--- config.mk ---
export PLATFORM = sky130hd
export DESIGN_NAME = mem_access_unit
export DESIGN_NICKNAME = d
export VERILOG_FILES = /design/src/rtl/mem_access_unit.sv
export SDC_FILE = /design/constraint.sdc
export NUM_CORES = 1
export LEC_CHECK = 0
export BUFFER_PORTS_ARGS = -buffer_cell sky130_fd_sc_hd__buf_4
export CORE_MARGIN = 1
export CORE_UTILIZATION = 30
export DETAILED_ROUTE_END_ITERATION = 10
export SYNTH_ARGS = -nofsm -noshare
export SYNTH_HDL_FRONTEND = slang
export SYNTH_SLANG_ARGS = --single-unit
--- constraint.sdc ---
create_clock -name clk -period 2 [get_ports clk]
set_input_delay 0.2 -clock clk [delete_from_list [all_inputs] [get_ports clk]]
set_output_delay 0.2 -clock clk [all_outputs]
set_load 0.02 [all_outputs]
--- src/rtl/mem_access_unit.sv ---
// MEM-stage load/store engine: drives the data SRAM on acceptance and returns one aligned,
// extended response per request. Define MEM_ADDR_EXC_EN to trap misaligned halfword/word accesses.
module mem_access_unit #(
    parameter logic [4:0] EXC_ADEL = 5'h04,
    parameter logic [4:0] EXC_ADES = 5'h05
) (
    input  logic        clk,
    input  logic        resetn,
    input  logic        flush,
    input  logic        req_valid,
    output logic        req_ready,
    input  logic [7:0]  req_op,
    input  logic [31:0] req_addr,
    input  logic [31:0] req_wdata,
    output logic        data_sram_en,
    output logic [3:0]  data_sram_wen,
    output logic [31:0] data_sram_addr,
    output logic [31:0] data_sram_wdata,
    input  logic [31:0] data_sram_rdata,
    output logic        resp_valid,
    input  logic        resp_ready,
    output logic [31:0] resp_rdata,
    output logic        resp_is_load,
    output logic        resp_exc,
    output logic [4:0]  resp_exc_code,
    output logic [31:0] resp_badvaddr
);
    localparam logic [7:0] OP_LB  = 8'b1110_0000;
    localparam logic [7:0] OP_LBU = 8'b1110_0100;
    localparam logic [7:0] OP_LH  = 8'b1110_0001;
    localparam logic [7:0] OP_LHU = 8'b1110_0101;
    localparam logic [7:0] OP_LW  = 8'b1110_0011;
    localparam logic [7:0] OP_SB  = 8'b1110_1000;
    localparam logic [7:0] OP_SH  = 8'b1110_1001;
    localparam logic [7:0] OP_SW  = 8'b1110_1011;

    typedef enum logic [1:0] {IDLE, RESP, HOLD} state_t;

    state_t      state_q, state_d;
    logic [7:0]  op_q, op_d;
    logic [1:0]  off_q, off_d;
    logic        is_load_q, is_load_d;
    logic        exc_q, exc_d;
    logic [31:0] hold_q, hold_d;

    logic        accept, is_load, is_store, mis;
    logic [7:0]  rd_byte;
    logic [15:0] rd_half;
    logic [31:0] fmt_rdata;

    assign resp_valid = (state_q != IDLE);
    assign req_ready  = !resp_valid || resp_ready;
    // Gated by resetn so the SRAM port stays quiet while reset is held.
    assign accept     = resetn && req_valid && req_ready && !flush;
    assign is_load    = (req_op == OP_LB) || (req_op == OP_LBU) || (req_op == OP_LH) ||
                        (req_op == OP_LHU) || (req_op == OP_LW);
    assign is_store   = (req_op == OP_SB) || (req_op == OP_SH) || (req_op == OP_SW);

`ifdef MEM_ADDR_EXC_EN
    assign mis = (((req_op == OP_LH) || (req_op == OP_LHU) || (req_op == OP_SH)) && req_addr[0]) ||
                 (((req_op == OP_LW) || (req_op == OP_SW)) && (req_addr[1:0] != 2'b00));
`else
    assign mis = 1'b0;
`endif

    always_comb begin
        data_sram_en    = 1'b0;
        data_sram_wen   = 4'b0000;
        data_sram_addr  = 32'h0;
        data_sram_wdata = 32'h0;
        if (accept && (is_load || is_store) && !mis) begin
            data_sram_en   = 1'b1;
            data_sram_addr = {req_addr[31:2], 2'b00};
            case (req_op)
                OP_SB: begin
                    data_sram_wen   = 4'b0001 << req_addr[1:0];
                    data_sram_wdata = {4{req_wdata[7:0]}};
                end
                OP_SH: begin
                    data_sram_wen   = req_addr[1] ? 4'b1100 : 4'b0011;
                    data_sram_wdata = {2{req_wdata[15:0]}};
                end
                OP_SW: begin
                    data_sram_wen   = 4'hF;
                    data_sram_wdata = req_wdata;
                end
                default: ;
            endcase
        end
    end

    // Only bit 1 of the offset picks the halfword, so misaligned halves fall back to the aligned one.
    always_comb begin
        rd_byte   = data_sram_rdata[{off_q, 3'b000} +: 8];
        rd_half   = off_q[1] ? data_sram_rdata[31:16] : data_sram_rdata[15:0];
        fmt_rdata = 32'h0;
        if (!exc_q) begin
            case (op_q)
                OP_LB:   fmt_rdata = {{24{rd_byte[7]}}, rd_byte};
                OP_LBU:  fmt_rdata = {24'h0, rd_byte};
                OP_LH:   fmt_rdata = {{16{rd_half[15]}}, rd_half};
                OP_LHU:  fmt_rdata = {16'h0, rd_half};
                OP_LW:   fmt_rdata = data_sram_rdata;
                default: fmt_rdata = 32'h0;
            endcase
        end
    end

    always_comb begin
        state_d   = state_q;
        op_d      = op_q;
        off_d     = off_q;
        is_load_d = is_load_q;
        exc_d     = exc_q;
        hold_d    = hold_q;
        case (state_q)
            IDLE:    if (accept) state_d = RESP;
            RESP: begin
                if (resp_ready) begin
                    state_d = accept ? RESP : IDLE;
                end else begin
                    state_d = HOLD;
                    hold_d  = fmt_rdata;
                end
            end
            HOLD:    if (resp_ready) state_d = accept ? RESP : IDLE;
            default: state_d = IDLE;
        endcase
        if (accept) begin
            op_d      = req_op;
            off_d     = req_addr[1:0];
            is_load_d = is_load;
            exc_d     = mis;
        end
        if (flush) state_d = IDLE;
    end

    always_ff @(posedge clk or negedge resetn) begin
        if (!resetn) begin
            state_q   <= IDLE;
            op_q      <= 8'h0;
            off_q     <= 2'b00;
            is_load_q <= 1'b0;
            exc_q     <= 1'b0;
            hold_q    <= 32'h0;
        end else begin
            state_q   <= state_d;
            op_q      <= op_d;
            off_q     <= off_d;
            is_load_q <= is_load_d;
            exc_q     <= exc_d;
            hold_q    <= hold_d;
        end
    end

    assign resp_rdata   = (state_q == RESP) ? fmt_rdata : (state_q == HOLD) ? hold_q : 32'h0;
    assign resp_is_load = resp_valid && is_load_q;

`ifdef MEM_ADDR_EXC_EN
    logic [4:0]  exc_code_q, exc_code_d;
    logic [31:0] badvaddr_q, badvaddr_d;

    always_comb begin
        exc_code_d = exc_code_q;
        badvaddr_d = badvaddr_q;
        if (accept) begin
            exc_code_d = mis ? (is_load ? EXC_ADEL : EXC_ADES) : 5'h0;
            badvaddr_d = mis ? req_addr : 32'h0;
        end
    end

    always_ff @(posedge clk or negedge resetn) begin
        if (!resetn) begin
            exc_code_q <= 5'h0;
            badvaddr_q <= 32'h0;
        end else begin
            exc_code_q <= exc_code_d;
            badvaddr_q <= badvaddr_d;
        end
    end

    assign resp_exc      = resp_valid && exc_q;
    assign resp_exc_code = resp_valid ? exc_code_q : 5'h0;
    assign resp_badvaddr = resp_valid ? badvaddr_q : 32'h0;
`else
    assign resp_exc      = 1'b0;
    assign resp_exc_code = 5'h0;
    assign resp_badvaddr = 32'h0;
`endif

endmodule

==> metrics.md <==
| Metric | Value |
|---|---|
| Worst setup SP type | `flip-flop` |
| Status | `complete, but fails checks` |
| Fillers | `1,177` |
| Dominant cell type by area after synthesis | `dfrtp_1` |
| Routability Congestion | `0.8990` |
| Setup violators final | `91` |
| Detailed placement HPWL | `11.54 mm` |
| EDFF count, synth | `0` |
| Final nets | `851` |
| Vias in the first global route | `4,506` |
| Max Clock Freq | `434.8 MHz` |
| Vias | `4,640` |
| Async SR Flop Fraction | `1.000` |
| Crit path required time | `1.80 ns` |
| Gr ovfl total | `0` |
| Detail Route Antenna Nets | `0` |
| Core area | `12,820 sq um` |
| H-tree depth | `2` |
| Max Cap Viol | `0` |
| Largest net degree at the start of global routing | `49` |
| Unrepaired setup endpoints after global routing | `true` |
| Setup slack after layout | `-0.2997 ns` |
| Via density | `5.071` |
| Initial DRC Count | `316` |
| Area delta synth->final | `74.07%` |
| Multi-input logic area | `3040 sq um` |
| Clk Latency, worst-skew pair | `0.28 ns` |
| Hold Violations, Final | `0` |
| Initial Util | `0.3115` |
| Failing checks | `setup timing` |
| Power Dens Cells | `418.8 nW/um^2` |
| Synthesized cell area | `3995 sq um` |
| Slew Viols, Final | `0` |
| Share of layout cells above drive strength 1 | `0.5316` |
| Crit path max-delay family | `multiplexers` |
| Final WL | `16.34 mm` |
| Clock tree buffer depth | `2` |
| Register Area | `1129 sq um` |
| Crit path time final | `2.300 ns` |
| Antenna violations before repair | `0` |
| First-pass GRT wire length | `24.73 mm` |
| Buffers & Inverters on Critical Path | `1` |
| Ys flop type | `dfrtp_1` |
| Clock Sinks | `45` |
| Worst slew pin tran | `0.5838 ns` |
| CTS tree | `yes` |
| Relative slew slack | `0.6108` |
| Number of diodes | `0` |
| DP Area | `5715 sq um` |
| Sequential area share after synthesis | `0.2819` |
| Avg Cell Area, Syn | `7.833 sq um` |
| Setup CP Type | `reg2out` |
| Slowest-stage cell, CP | `mux4_2` |
| R2R cell count | `6` |
| CP Capture Type | `primary output` |
| Critical path depth | `5` |
| Most frequent cells in the layout | `buf_4 (167), nand2_1 (99), buf_6 (83)` |
| Total CTS buffers | `5` |
| IO Count | `251` |
| Hold Crit Class | `in2async` |
| Die X | `117.4 um` |
| Port bufs | `210` |
| Total track usage | `0.2218` |
| Die Ht | `117.4 um` |
| Residual DRC | `0` |
| Warnings, synthesis | `0` |
| Static leakage | `3.217 nW` |
| Skew final | `0.006405 ns` |
| Synth top area cells | `dfrtp_1 (28%), nand2_1 (9.3%), buf_4 (7.5%), and2_1 (6.1%), mux2i_1 (5.8%)` |
| Clock root buffer | `clkbuf_16` |
| Final worst-path cycle share | `1.150` |
| Area share of the largest cell type after synthesis | `0.2819` |
| Crit path largest cell delay | `0.60 ns` |
| Cell count after synthesis | `510` |
| Peak supply drop | `0.0004104 V` |
| Design area | `6954 sq um` |
| Seq cells post-synth | `45` |
| Clk slew on worst S/H paths | `0.06 ns` |
| First-pass detailed-route iteration total | `5` |
| Synth unique cells | `46` |
| Die area | `13,780 sq um` |
| Worst Path Max Fanout | `5` |
| CP cell instances | `mux2_4, mux4_2, a22oi_1, o21ai_1, buf_4` |
| Rows | `41` |
| Pwr Total | `0.002912 W` |
| Crit path DAT | `2.10 ns` |
| Commonest non-fill, non-tap cell in the layout | `buf_4` |
| Setup tns final | `-13.29 ns` |
| WL/cell | `17.86 um` |
## cell families (layout without fill, tap and decap cells)
family                 Yosys count  in the layout  synth area share
buffers and inverters           83            275            0.1315
other                            1             40         0.0009387
AOI/OAI and AO/OA              110            110            0.1779
DFF                             45             45            0.2819
muxes                           42             43            0.1140
and+or+nand+nor                229            230            0.2938
## registers in the layout, indices dropped and copies added, names as in the netlist
name / cells
op_q: 8
hold_q: 32
state_q: 2
is_load_q: 1
off_q: 2
## Yosys cell counts (5+ instances only)
cell / instances
a21oi_1: 27
a22oi_1: 24
and2_1: 39
buf_2: 11
buf_4: 40
buf_6: 6
clkbuf_1: 17
dfrtp_1: 45
inv_1: 5
mux2_2: 18
mux2i_1: 23
nand2_1: 99
nand3_1: 32
nor2_1: 16
nor2b_1: 12
nor3_1: 8
o211ai_1: 16
o21ai_0: 24
o2bb2ai_1: 8
## path summary, 6_finish.rpt
| path | start | to | slack, ns |
|---|---|---|---|
| worst max-delay path | off_q[0] | resp_rdata[21] | -0.30 |
| worst min-delay path | resetn | off_q[0] | 0.04 |
| worst max register to register | off_q[0] | hold_q[23] | 0.05 |
| worst min register to register | hold_q[27] | hold_q[27] | 0.49 |
| max in group asynchronous | resetn | op_q[2] | 1.54 |
| min in group clk | flush | state_q[1] | 0.08 |
## stage by stage
| step | std cells | hold slack (ns) | util | worst slack, ns |
|---|---|---|---|---|
| final | 915 | 0.03695 | 0.5422 | -0.2997 |
| after global routing | 915 | 0.08081 | 0.5422 | -0.3409 |
| after CTS | 906 | 0.06945 | 0.5098 | -0.2531 |
| after detailed placement | 887 | 0.3709 | 0.4457 | -0.05282 |
| after global placement | 887 | 0.3659 | 0.4457 | -0.007667 |
| after floorplan | 549 | -0.09559 | - | 0.01405 |
## power breakdown
group          internal (W)  total [W]  switching [W]
clock              0.000529   0.000867       0.000338
sequential         0.000974    0.00104      0.0000620
combinational      0.000477    0.00101       0.000532
total               0.00198    0.00291       0.000932
## worst register-to-register path, stage by stage (launching register included)
cell and delay (ns):
dfrtp_1 0.42, mux2_4 0.33, mux4_2 0.58, buf_6 0.16, buf_6 0.12, nand3_4 0.12, nand3_1 0.10
## layer usage
layer	GRT usage	wire, um	vias to the layer above
met1	0.2941	7034	2257
met3	0.02724	703	32
met4	0.06981	424	0
met5	0	0	-
li1	-	-	2167
met2	0.3732	8176	184
## timing repair
action | 4_1_cts | 5_1_grt
hold buffers | 0 | 0
cloned | 5 | 2
setup endpoints to repair | 99 | 115
gates resized for setup | 159 | 85
buffers inserted | 6 | 9
pin swaps | 43 | 24
## area by class of cell
cell class	count	share of cell area
repair buffers	258	0.3363
inverters	6	0.005038
clock inverters	1	0.0007197
multi-input cells	423	0.4372
clock buffers	7	0.02195
well taps	172	0.03095
flip-flops and latches	45	0.1623
repair inverters	3	0.005578
(Power assumes the default switching activity.)
